### config.mk
export PLATFORM = sky130hd
export DESIGN_NAME = muldiv_unit
export DESIGN_NICKNAME = d
export VERILOG_FILES = /design/src/rtl/muldiv_unit.sv
export SDC_FILE = /design/constraint.sdc
export NUM_CORES = 1
export LEC_CHECK = 0
export ABC_AREA = 1
export BUFFER_PORTS_ARGS = -buffer_cell sky130_fd_sc_hd__buf_4
export CAP_MARGIN = 25
export CORE_ASPECT_RATIO = 1.2
export CORE_UTILIZATION = 35
export CTS_CLUSTER_SIZE = 14
export DETAILED_ROUTE_END_ITERATION = 12
export PLACE_DENSITY = 0.53
export SETUP_SLACK_MARGIN = 0.2
export SYNTH_ARGS = -nofsm -noshare
export SYNTH_HDL_FRONTEND = slang
export SYNTH_SLANG_ARGS = --single-unit
export TNS_END_PERCENT = 100
### constraint.sdc
create_clock -name clk -period 4.2 [get_ports clk]
set_input_delay 0.42 -clock clk [delete_from_list [all_inputs] [get_ports clk]]
set_output_delay 0.42 -clock clk [all_outputs]
set_load 0.005 [all_outputs]
### src/rtl/muldiv_unit.sv
// muldiv_unit: iterative RV32M multiply/divide execute unit.
// Multiplies use radix-2 shift-add on operand magnitudes. Divides use
// restoring division on magnitudes. Both take XLEN CALC cycles. Divide by
// zero and signed overflow finish in a single cycle.
// Optional feature macro: MULDIV_FAST_MUL_EN. When it is defined, all
// multiplies use a single-cycle combinational product instead.
module muldiv_unit #(
    parameter int XLEN = 32,
    parameter int RDW  = 5
) (
    input  logic            clk,
    input  logic            reset,
    input  logic            start,
    input  logic [2:0]      op,
    input  logic [XLEN-1:0] a,
    input  logic [XLEN-1:0] b,
    input  logic [RDW-1:0]  rd_in,
    input  logic            kill,
    output logic            busy,
    output logic            done,
    output logic [XLEN-1:0] result,
    output logic [RDW-1:0]  rd_out
);

    localparam int CW = $clog2(XLEN + 1);
    localparam logic [CW-1:0]     CNT_LAST = CW'(XLEN - 1);
    localparam logic [CW-1:0]     CNT_ONE  = {{(CW-1){1'b0}}, 1'b1};
    localparam logic [CW-1:0]     CNT_ZERO = {CW{1'b0}};
    localparam logic [XLEN-1:0]   X_ZERO   = {XLEN{1'b0}};
    localparam logic [XLEN-1:0]   X_ONES   = {XLEN{1'b1}};
    localparam logic [XLEN-1:0]   X_ONE    = {{(XLEN-1){1'b0}}, 1'b1};
    localparam logic [XLEN-1:0]   X_MIN    = {1'b1, {(XLEN-1){1'b0}}};
    localparam logic [2*XLEN-1:0] P_ZERO   = {(2*XLEN){1'b0}};
    localparam logic [2*XLEN-1:0] P_ONE    = {{(2*XLEN-1){1'b0}}, 1'b1};

    localparam logic [2:0] OP_MUL    = 3'd0;
    localparam logic [2:0] OP_MULH   = 3'd1;
    localparam logic [2:0] OP_MULHSU = 3'd2;
    localparam logic [2:0] OP_DIV    = 3'd4;
    localparam logic [2:0] OP_REM    = 3'd6;

    typedef enum logic [1:0] {
        ST_IDLE = 2'd0,
        ST_CALC = 2'd1,
        ST_DONE = 2'd2
    } state_e;

    // Two's-complement negation helpers at operand and product width.
    function automatic logic [XLEN-1:0] neg_x(input logic [XLEN-1:0] v, input logic n);
        return n ? (~v + X_ONE) : v;
    endfunction

    function automatic logic [2*XLEN-1:0] neg_p(input logic [2*XLEN-1:0] v, input logic n);
        return n ? (~v + P_ONE) : v;
    endfunction

    state_e            state_q, state_d;
    logic [CW-1:0]     cnt_q, cnt_d;
    logic [2:0]        op_q, op_d;
    logic              neg_q, neg_d;       // product / quotient sign
    logic              rneg_q, rneg_d;     // remainder sign (sign of a)
    logic [RDW-1:0]    rd_q, rd_d;
    logic [2*XLEN-1:0] prod_q, prod_d;
    logic [2*XLEN-1:0] mcand_q, mcand_d;
    logic [XLEN-1:0]   mplier_q, mplier_d;
    logic [XLEN-1:0]   rem_q, rem_d;
    logic [XLEN-1:0]   quo_q, quo_d;
    logic [XLEN-1:0]   dvs_q, dvs_d;
    logic              busy_q, busy_d;
    logic              done_q, done_d;
    logic [XLEN-1:0]   result_q, result_d;
    logic [RDW-1:0]    rd_out_q, rd_out_d;

    logic              accept_s;
    logic              in_a_neg_s, in_b_neg_s;
    logic [XLEN-1:0]   a_mag_s, b_mag_s;
    logic              div_zero_s, div_ovf_s, special_s;
    logic [XLEN-1:0]   special_res_s;
    logic              fast_s;
    logic [XLEN-1:0]   fast_res_s;
    logic [2*XLEN-1:0] prod_step_s, prod_fix_s;
    logic [XLEN:0]     shifted_s, diff_s;
    logic [XLEN-1:0]   rem_step_s, quo_step_s;
    logic [XLEN-1:0]   mul_final_s, div_final_s;
    logic              calc_last_s;

    // Request decode: accept condition, operand signs, magnitudes and divide special cases.
    always_comb begin
        accept_s    = start && !kill && (state_q != ST_CALC);
        in_a_neg_s  = a[XLEN-1] && ((op == OP_MULH) || (op == OP_MULHSU) ||
                                    (op == OP_DIV)  || (op == OP_REM));
        in_b_neg_s  = b[XLEN-1] && ((op == OP_MULH) || (op == OP_DIV) || (op == OP_REM));
        a_mag_s     = neg_x(a, in_a_neg_s);
        b_mag_s     = neg_x(b, in_b_neg_s);
        div_zero_s  = op[2] && (b == X_ZERO);
        div_ovf_s   = ((op == OP_DIV) || (op == OP_REM)) && (a == X_MIN) && (b == X_ONES);
        special_s   = div_zero_s || div_ovf_s;
        if (div_zero_s) begin
            special_res_s = op[1] ? a : X_ONES;
        end else if (div_ovf_s) begin
            special_res_s = op[1] ? X_ZERO : a;
        end else begin
            special_res_s = a;
        end
    end

`ifdef MULDIV_FAST_MUL_EN
    logic [2*XLEN-1:0] fast_prod_s;

    // Single-cycle multiply: full magnitude product, sign fix, half select.
    always_comb begin
        fast_s      = !op[2];
        fast_prod_s = neg_p({X_ZERO, a_mag_s} * {X_ZERO, b_mag_s}, in_a_neg_s ^ in_b_neg_s);
        if (op == OP_MUL) begin
            fast_res_s = fast_prod_s[XLEN-1:0];
        end else begin
            fast_res_s = fast_prod_s[2*XLEN-1:XLEN];
        end
    end
`else
    // Iterative multiply only: the single-cycle path is absent.
    always_comb begin
        fast_s     = 1'b0;
        fast_res_s = X_ZERO;
    end
`endif

    // One iteration of shift-add multiply and restoring divide, plus final sign fix.
    always_comb begin
        prod_step_s = prod_q + (mplier_q[0] ? mcand_q : P_ZERO);
        shifted_s   = {rem_q, quo_q[XLEN-1]};
        diff_s      = shifted_s - {1'b0, dvs_q};
        rem_step_s  = diff_s[XLEN] ? shifted_s[XLEN-1:0] : diff_s[XLEN-1:0];
        quo_step_s  = {quo_q[XLEN-2:0], ~diff_s[XLEN]};
        prod_fix_s  = neg_p(prod_step_s, neg_q);
        if (op_q == OP_MUL) begin
            mul_final_s = prod_fix_s[XLEN-1:0];
        end else begin
            mul_final_s = prod_fix_s[2*XLEN-1:XLEN];
        end
        if (op_q[1]) begin
            div_final_s = neg_x(rem_step_s, rneg_q);
        end else begin
            div_final_s = neg_x(quo_step_s, neg_q);
        end
        calc_last_s = (state_q == ST_CALC) && !kill && (cnt_q == CNT_LAST);
    end

    // FSM state register.
    always_ff @(posedge clk or negedge reset) begin
        if (!reset) begin
            state_q <= ST_IDLE;
        end else begin
            state_q <= state_d;
        end
    end

    // FSM next state: kill always wins; special divides and fast multiplies skip CALC.
    always_comb begin
        state_d = state_q;
        case (state_q)
            ST_IDLE, ST_DONE: begin
                if (kill) begin
                    state_d = ST_IDLE;
                end else if (accept_s) begin
                    if (special_s || fast_s) begin
                        state_d = ST_DONE;
                    end else begin
                        state_d = ST_CALC;
                    end
                end else begin
                    state_d = ST_IDLE;
                end
            end
            ST_CALC: begin
                if (kill) begin
                    state_d = ST_IDLE;
                end else if (cnt_q == CNT_LAST) begin
                    state_d = ST_DONE;
                end else begin
                    state_d = ST_CALC;
                end
            end
            default: state_d = ST_IDLE;
        endcase
    end

    // FSM outputs, computed from the next state so busy/done come straight from flops.
    always_comb begin
        busy_d = (state_d == ST_CALC);
        done_d = (state_d == ST_DONE);
    end

    // Datapath next state: load magnitudes on accept, iterate while in CALC.
    always_comb begin
        cnt_d    = cnt_q;
        op_d     = op_q;
        neg_d    = neg_q;
        rneg_d   = rneg_q;
        rd_d     = rd_q;
        prod_d   = prod_q;
        mcand_d  = mcand_q;
        mplier_d = mplier_q;
        rem_d    = rem_q;
        quo_d    = quo_q;
        dvs_d    = dvs_q;
        if (accept_s) begin
            cnt_d    = CNT_ZERO;
            op_d     = op;
            neg_d    = in_a_neg_s ^ in_b_neg_s;
            rneg_d   = in_a_neg_s;
            rd_d     = rd_in;
            prod_d   = P_ZERO;
            mcand_d  = {X_ZERO, a_mag_s};
            mplier_d = b_mag_s;
            rem_d    = X_ZERO;
            quo_d    = a_mag_s;
            dvs_d    = b_mag_s;
        end else if ((state_q == ST_CALC) && !kill) begin
            cnt_d    = (cnt_q == CNT_LAST) ? cnt_q : (cnt_q + CNT_ONE);
            prod_d   = prod_step_s;
            mcand_d  = {mcand_q[2*XLEN-2:0], 1'b0};
            mplier_d = {1'b0, mplier_q[XLEN-1:1]};
            rem_d    = rem_step_s;
            quo_d    = quo_step_s;
        end else begin
            cnt_d    = cnt_q;
        end
    end

    // Result and tag next state: update only in the cycle that enters DONE.
    always_comb begin
        result_d = result_q;
        rd_out_d = rd_out_q;
        if (accept_s && special_s) begin
            result_d = special_res_s;
            rd_out_d = rd_in;
        end else if (accept_s && fast_s) begin
            result_d = fast_res_s;
            rd_out_d = rd_in;
        end else if (calc_last_s) begin
            result_d = op_q[2] ? div_final_s : mul_final_s;
            rd_out_d = rd_q;
        end else begin
            result_d = result_q;
        end
    end

    // Datapath and output registers.
    always_ff @(posedge clk or negedge reset) begin
        if (!reset) begin
            cnt_q    <= CNT_ZERO;
            op_q     <= 3'd0;
            neg_q    <= 1'b0;
            rneg_q   <= 1'b0;
            rd_q     <= {RDW{1'b0}};
            prod_q   <= P_ZERO;
            mcand_q  <= P_ZERO;
            mplier_q <= X_ZERO;
            rem_q    <= X_ZERO;
            quo_q    <= X_ZERO;
            dvs_q    <= X_ZERO;
            busy_q   <= 1'b0;
            done_q   <= 1'b0;
            result_q <= X_ZERO;
            rd_out_q <= {RDW{1'b0}};
        end else begin
            cnt_q    <= cnt_d;
            op_q     <= op_d;
            neg_q    <= neg_d;
            rneg_q   <= rneg_d;
            rd_q     <= rd_d;
            prod_q   <= prod_d;
            mcand_q  <= mcand_d;
            mplier_q <= mplier_d;
            rem_q    <= rem_d;
            quo_q    <= quo_d;
            dvs_q    <= dvs_d;
            busy_q   <= busy_d;
            done_q   <= done_d;
            result_q <= result_d;
            rd_out_q <= rd_out_d;
        end
    end

    assign busy   = busy_q;
    assign done   = done_q;
    assign result = result_q;
    assign rd_out = rd_out_q;

endmodule

==> results.sh, run 1 <==
export IMPL_outcome="complete, no violations"
export IMPL_cts_htree_levels=2
export IMPL_dominantRegCellSynth="dfrtp_1"
export IMPL_cts_max_path_buffers=3
export IMPL_synth_most_common_cell="nand2_1"
export IMPL_hold_path_end="rd_q[0]$_DFFE_PN0P_"
export IMPL_worstPathMaxFanout=7
export IMPL_required_ns=4.72
export IMPL_grt_antenna_before_repair=2
export IMPL_start_kind="register"
export IMPL_nets=5494
export IMPL_clock_skew_ns=0.0271
export IMPL_rr_worst_depth=28
export IMPL_hp_start="rd_in[0]"
export IMPL_stdcell_count=6401
export IMPL_end_kind="register"
export IMPL_synth_area_per_cell_um2=5.86
export IMPL_max_slew_worst_pin_slew_ns=1.11
export IMPL_clkSlewWorstSetupHoldPaths_ns=0.06
export IMPL_grt_max_degree=97
export IMPL_synth_distinct_cells=57
export IMPL_worstSetupPathType="register to register"
export IMPL_async_flop_share_pct=100
export IMPL_ys_seq_area_share_pct=27.0
export IMPL_setup_ws_ns=0.299
export IMPL_synth_edff_count=0
export IMPL_grt_pass1_wl_um=191000
export IMPL_syn_cell_area_um2=29000
export IMPL_ant_nets=0
export IMPL_cts_tree="done"
export IMPL_ys_top_cells_by_area="dfrtp_1 (27%), nand2_1 (21%), inv_1 (11%)"
export IMPL_numPortBuffers=114
export IMPL_insertion_delay_ns=0.63
export IMPL_wl_per_cell_um=20.5
export IMPL_fillers=8962
export IMPL_finalHoldViolations=0
export IMPL_cpMostUsedCell="nand2_1"
export IMPL_drt_wl_total_um=131000
export IMPL_drive_gt1_share_pct=19.3
export IMPL_p_per_area_nw_per_um2=588
export IMPL_max_slew_margin_pct=26.2
export IMPL_grt_pass1_vias=31700
export IMPL_first_iter_violations=2218
export IMPL_synth_cells=4948
export IMPL_r2r_setup_slack_ns=0.30
export IMPL_track_usage_pct=30.3
export IMPL_num_vias=33200
export IMPL_ctsRootBufferMaster="clkbuf_16"
export IMPL_firstDrtPassIters=5
export IMPL_dieWidth_um=265
export IMPL_ir_drop_v=0.000421
export IMPL_core_area_um2=82000
export IMPL_synth_top_area_cell="dfrtp_1"
export IMPL_crit_slowest_cell="dfrtp_4"
export IMPL_syn_nets=5128
export IMPL_cpPeakStageDelay_ns=0.49
export IMPL_cts_sinks=313
export IMPL_dpl_worst_slack_ns=-0.311
export IMPL_gp_congestion=0.980
export IMPL_hp_class="input pin to register"
export IMPL_r2r_end="result[13]$_DFFE_PN0P_"
export IMPL_placed_cells=6274
export IMPL_ios=115
export IMPL_area_growth_syn_to_layout_pct=26.5
export IMPL_drv_slew=0
export IMPL_worst_ep_arrival_time_ns=4.42
export IMPL_ys_top_cells_by_count="nand2_1 (1,628), inv_1 (865), nor2_1 (457)"
export IMPL_start_util_pct=35.4
export IMPL_avgViaCountPerCell=5.19
export IMPL_whs_ns=0.0505
export IMPL_timing_fmax_mhz=256
export IMPL_overflow=0
export IMPL_core_rowCount=115
export IMPL_antenna_cells=0
export IMPL_numCtsBuffers=43
export IMPL_netlist_area_leader_share_pct=27.0
export IMPL_synth_seq_cells=313
export IMPL_rsz0062_at_grt="yes"
export IMPL_min_path_cells=3
export IMPL_place_hpwl_um=104000
export IMPL_drv_cap=0
export IMPL_r2r_start="mplier_q[0]$_DFFE_PN0P_"
export IMPL_dieArea_um2=84000
export IMPL_die_h_um=317
export IMPL_finalSetupViolations=0
export IMPL_p_leak_nw=19.7
export IMPL_synth_warnings=0
export IMPL_drc_errors=0
export IMPL_post_route_period_util_pct=92.9
export IMPL_layout_min_cycle_time_ns=3.90
-- state kept, by name (all words and copies together) (netlist names), 6 cells and up --
register / cells
quo_q: 32
rem_q: 32
result: 32
prod_q: 64
dvs_q: 32
mplier_q: 32
cnt_q: 6
mcand_q: 64
-- per-layer routing --
metal	wire (um)	vias up	global-route usage [%]	share of wire [%]
met2	65200	856	54.4	50
met4	8140	4	17.2	6.2
met5	27	-	0	0.021
met3	5510	277	3.35	4.2
met1	52000	15700	34.9	40
li1	-	16400	-	-
-- worst max-delay path by stage --
stage                                  from                     end  cells past startpoint
CTS                 mplier_q[0]$_DFFE_PN0P_  result[30]$_DFFE_PN0P_                     27
detailed placement  mplier_q[0]$_DFFE_PN0P_  result[13]$_DFFE_PN0P_                     28
global route        mplier_q[0]$_DFFE_PN0P_  result[20]$_DFFE_PN0P_                     29
finish              mplier_q[0]$_DFFE_PN0P_  result[13]$_DFFE_PN0P_                     28
floorplan             quo_q[31]$_DFFE_PN0P_  result[30]$_DFFE_PN0P_                     32
global placement    mplier_q[0]$_DFFE_PN0P_  result[13]$_DFFE_PN0P_                     24
-- power breakdown --
| part | leakage [nW] | internal [W] | switching, W |
|---|---|---|---|
| clock network | 0.709 | 0.00229 | 0.00168 |
| registers | 4.06 | 0.00364 | 0.000664 |
| logic | 15.0 | 0.00476 | 0.00853 |
| total | 19.7 | 0.0107 | 0.0109 |
-- cells by family (layout without fill, tap and decap cells) --
logic type,Yosys count,after routing,synth area share [%]
xor gates and xnor gates,25,25,0.755
and+or+nand+nor,2693,2693,39.0
DFF,313,313,27.0
adders and majority gates,104,104,4.54
buffers and inverters,1017,1417,13.5
AOI/OAI and AO/OA,796,796,15.3
-- cells in the final DEF, fill, tap and decap left out, types with 38 or more instances in the layout --
| master | netlist | final |
|---|---|---|
| nor2_4 | 4 | 45 |
| nand3_1 | 347 | 313 |
| dfrtp_1 | 313 | 311 |
| nor2_2 | 18 | 81 |
| nand2_1 | 1628 | 1468 |
| o22ai_1 | 60 | 60 |
| ha_1 | 102 | 64 |
| nor3_1 | 70 | 63 |
| clkbuf_16 | 0 | 44 |
| buf_4 | 6 | 434 |
| nor2_1 | 457 | 353 |
| inv_1 | 865 | 844 |
| nand2_2 | 30 | 168 |
| o21ai_0 | 348 | 332 |
| nand3_2 | 9 | 38 |
| a21oi_1 | 247 | 227 |
| nand4_1 | 59 | 59 |
-- through the flow --
stage | instance area (um2) | TNS [ns] | total power [W] | utilization (%)
after floorplan | 29000 | 0 | 0.0120 | -
after global placement | 33000 | -1.12 | 0.0163 | 40.2
after detailed placement | 33000 | -1.05 | 0.0163 | 40.3
after CTS | 34900 | 0 | 0.0206 | 42.6
after global routing | 36700 | 0 | 0.0231 | 44.7
final | 36700 | 0 | 0.0216 | 44.7
-- cell type report --
type,count,area (um2),area share (%)
Inverter,876,3300,8.98
Sequential cell,313,7840,21.4
Timing Repair Buffer,462,3720,10.2
Tap cell,1053,1320,3.59
Clock inverter,24,295,0.805
Clock buffer,55,1200,3.27
Multi-Input combinational cell,3618,19000,51.8
-- critical path: cells and delay by family, from the launching register on --
family | cells | cell delay, ns
fa+ha+maj | 1 | 0.33
buf+inv | 3 | 0.37
flops | 1 | 0.49
simple gates | 24 | 2.57
-- what timing repair did --
item / CTS / global route
endpoints found under the setup margin: 31 / 32
hold buffers: 4 / 0
gates resized for setup: 108 / 382
cloned: 0 / 1
endpoints found under the hold margin: 84 / 0
pin swaps: 9 / 65
buffers inserted: 5 / 38
(Power assumes the default switching activity.)
==> run 2: changes to the inputs <==
--- a/config.mk
+++ b/config.mk
@@ -12,9 +12,10 @@
 export CORE_UTILIZATION = 35
 export CTS_CLUSTER_SIZE = 14
 export DETAILED_ROUTE_END_ITERATION = 12
-export PLACE_DENSITY = 0.53
+export PLACE_DENSITY = 0.51
+export REMOVE_ABC_BUFFERS = 1
 export SETUP_SLACK_MARGIN = 0.2
 export SYNTH_ARGS = -nofsm -noshare
 export SYNTH_HDL_FRONTEND = slang
 export SYNTH_SLANG_ARGS = --single-unit
-export TNS_END_PERCENT = 100
+export TNS_END_PERCENT = 30
==> constraint.sdc (replaced) <==
create_clock -name clk -period 4.9 [get_ports clk]
set_input_delay 0.49 -clock clk [delete_from_list [all_inputs] [get_ports clk]]
set_output_delay 0.49 -clock clk [all_outputs]
set_load 0.005 [all_outputs]
==> results.sh, run 2 (synthesis gave the netlist of run 1 again) <==
export IMPL_rsz0062_at_grt="yes"
export IMPL_ctsRootBufferMaster="clkbuf_16"
export IMPL_max_slew_margin_pct=25.0
export IMPL_cts_sinks=313
export IMPL_grt_busiest_layer="met2"
export IMPL_use_met1_pct=34.6
export IMPL_placed_cell_area_um2=31200
export IMPL_stdcell_count=6124
export IMPL_hp_class="input pin to register"
export IMPL_finalSetupViolations=0
export IMPL_area_growth_syn_to_layout_pct=12.7
export IMPL_grt_max_degree=100
export IMPL_clock_skew_ns=0.0371
export IMPL_grt_use_met2_pct=52.4
export IMPL_numPortBuffers=114
export IMPL_worst_ep_arrival_time_ns=5.00
export IMPL_place_hpwl_um=102000
export IMPL_core_area_um2=82000
export IMPL_insertion_delay_ns=0.62
export IMPL_numCtsBuffers=41
export IMPL_p_leak_nw=18.2
export IMPL_final_area_um2=32700
export IMPL_fin_util_pct=39.8
export IMPL_required_ns=5.43
export IMPL_ant_nets=0
export IMPL_worstSetupPathType="register to register"
export IMPL_firstDrtPassIters=6
export IMPL_drv_slew=0
export IMPL_first_iter_violations=2427
export IMPL_path_delay_family="simple AND/OR/NAND/NOR gates"
export IMPL_timing_fmax_mhz=224
export IMPL_grt_pass1_vias=30600
export IMPL_die_h_um=317
export IMPL_path_cells="buf_4 -> nand2_1 -> inv_1 -> ha_1 -> nand2_1 -> nor2_1 -> buf_4 -> nand2_1 -> nor2_1 -> nand2_1 -> nand2_1 -> nand2_1 -> nand2_1 -> nand2_1 -> nor2_1 -> inv_1 -> nor2_1 -> nand3_1 -> o21ai_2 -> nor2_1 -> o21ai_0 -> nand3_1 -> nand3_1"
export IMPL_avgViaCountPerCell=5.19
export IMPL_post_route_period_util_pct=91.2
export IMPL_p_per_area_nw_per_um2=504
export IMPL_ios=115
export IMPL_max_slew_worst_pin_slew_ns=1.11
export IMPL_core_rowCount=115
export IMPL_overflow=0
export IMPL_cts_htree_levels=2
export IMPL_gp_congestion=0.976
export IMPL_start_kind="register"
export IMPL_worstPathMaxFanout=15
export IMPL_dieArea_um2=84000
export IMPL_crit_slowest_cell="dfrtp_4"
export IMPL_num_vias=31800
export IMPL_power_w=0.0165
export IMPL_cts_tree="done"
export IMPL_grt_util_met3_pct=3.56
export IMPL_layout_min_cycle_time_ns=4.47
export IMPL_ir_drop_v=0.000332
export IMPL_cts_max_path_buffers=3
export IMPL_final_common_cell="nand2_1"
export IMPL_antenna_cells=0
export IMPL_track_usage_pct=29.9
export IMPL_placed_cells=6046
export IMPL_cpMostUsedCell="nand2_1"
export IMPL_outcome="complete, no violations"
export IMPL_wl_per_cell_um=20.8
export IMPL_drv_cap=0
export IMPL_nets=5219
export IMPL_start_util_pct=35.4
export IMPL_drive_gt1_share_pct=7.55
export IMPL_dieWidth_um=265
export IMPL_finalHoldViolations=0
export IMPL_cpPeakStageDelay_ns=0.58
export IMPL_end_kind="register"
export IMPL_reg_top3="mcand_q x64, prod_q x64"
export IMPL_grt_antenna_before_repair=6
export IMPL_most_common_layout_cells="nand2_1 (1,622), inv_1 (862), nor2_1 (452)"
export IMPL_r2r_setup_slack_ns=0.43
export IMPL_grt_pass1_wl_um=188000
export IMPL_clkSlewWorstSetupHoldPaths_ns=0.06
export IMPL_drc_errors=0
export IMPL_worst_path_buf_inv=4
export IMPL_drt_wl_total_um=127000
run 2: final timing paths:
| kind | start | end | depth (start not counted) |
|---|---|---|---|
| max in group asynchronous | reset | dvs_q[5]$_DFFE_PN0P_ | 3 |
| max | mplier_q[0]$_DFFE_PN0P_ | result[8]$_DFFE_PN0P_ | 23 |
| max reg2reg | mplier_q[0]$_DFFE_PN0P_ | result[8]$_DFFE_PN0P_ | 23 |
| min in group asynchronous | reset | prod_q[5]$_DFFE_PN0P_ | 2 |
| min reg2reg | rd_q[1]$_DFFE_PN0P_ | rd_q[1]$_DFFE_PN0P_ | 2 |
| min | rd_in[1] | rd_q[1]$_DFFE_PN0P_ | 3 |
run 2: area by class of cell:
class                      instances  area (um2)
clock buffer                      56        1190
tap                             1053        1320
fill                            9220       49300
timing repair buffer             189        1470
inverter                         876        3300
multi-input combinational       3618       17300
sequential                       313        7840
clock inverter                    19         241
run 2: metrics by stage:
step / hold WS, ns / worst slack (ns) / setup TNS [ns]
after CTS: 0.0692 / 0.280 / 0
after global routing: 0.0906 / 0.144 / 0
after detailed placement: 0.466 / 0.310 / 0
after global placement: 0.463 / 0.260 / 0
after floorplan: 0.194 / -3.60 / -553.40
final: 0.102 / 0.431 / 0
run 2: timing repair:
item	4_1_cts	5_1_grt
endpoints found under the hold margin	34	0
setup buffers	0	2
resized for setup	0	15
setup endpoints to repair	0	22
hold buffers	1	0
run 2: tightest hold or removal path: cells and delay by family:
kind | cells | cell delay, ns
buf+inv | 1 | 0.09
simple gates | 2 | 0.08
run 2: per-layer routing:
metal / share of wire (%) / up-vias
met5: 0.068 / -
met4: 7.2 / 12
met3: 4.6 / 268
met2: 48 / 841
met1: 40 / 14800
li1: - / 15900
run 2: power by group:
| group | internal (W) | switching [W] | total, W |
|---|---|---|---|
| Clock | 0.00197 | 0.00136 | 0.00333 |
| Sequential | 0.00312 | 0.000484 | 0.00360 |
| Combinational | 0.00286 | 0.00667 | 0.00953 |
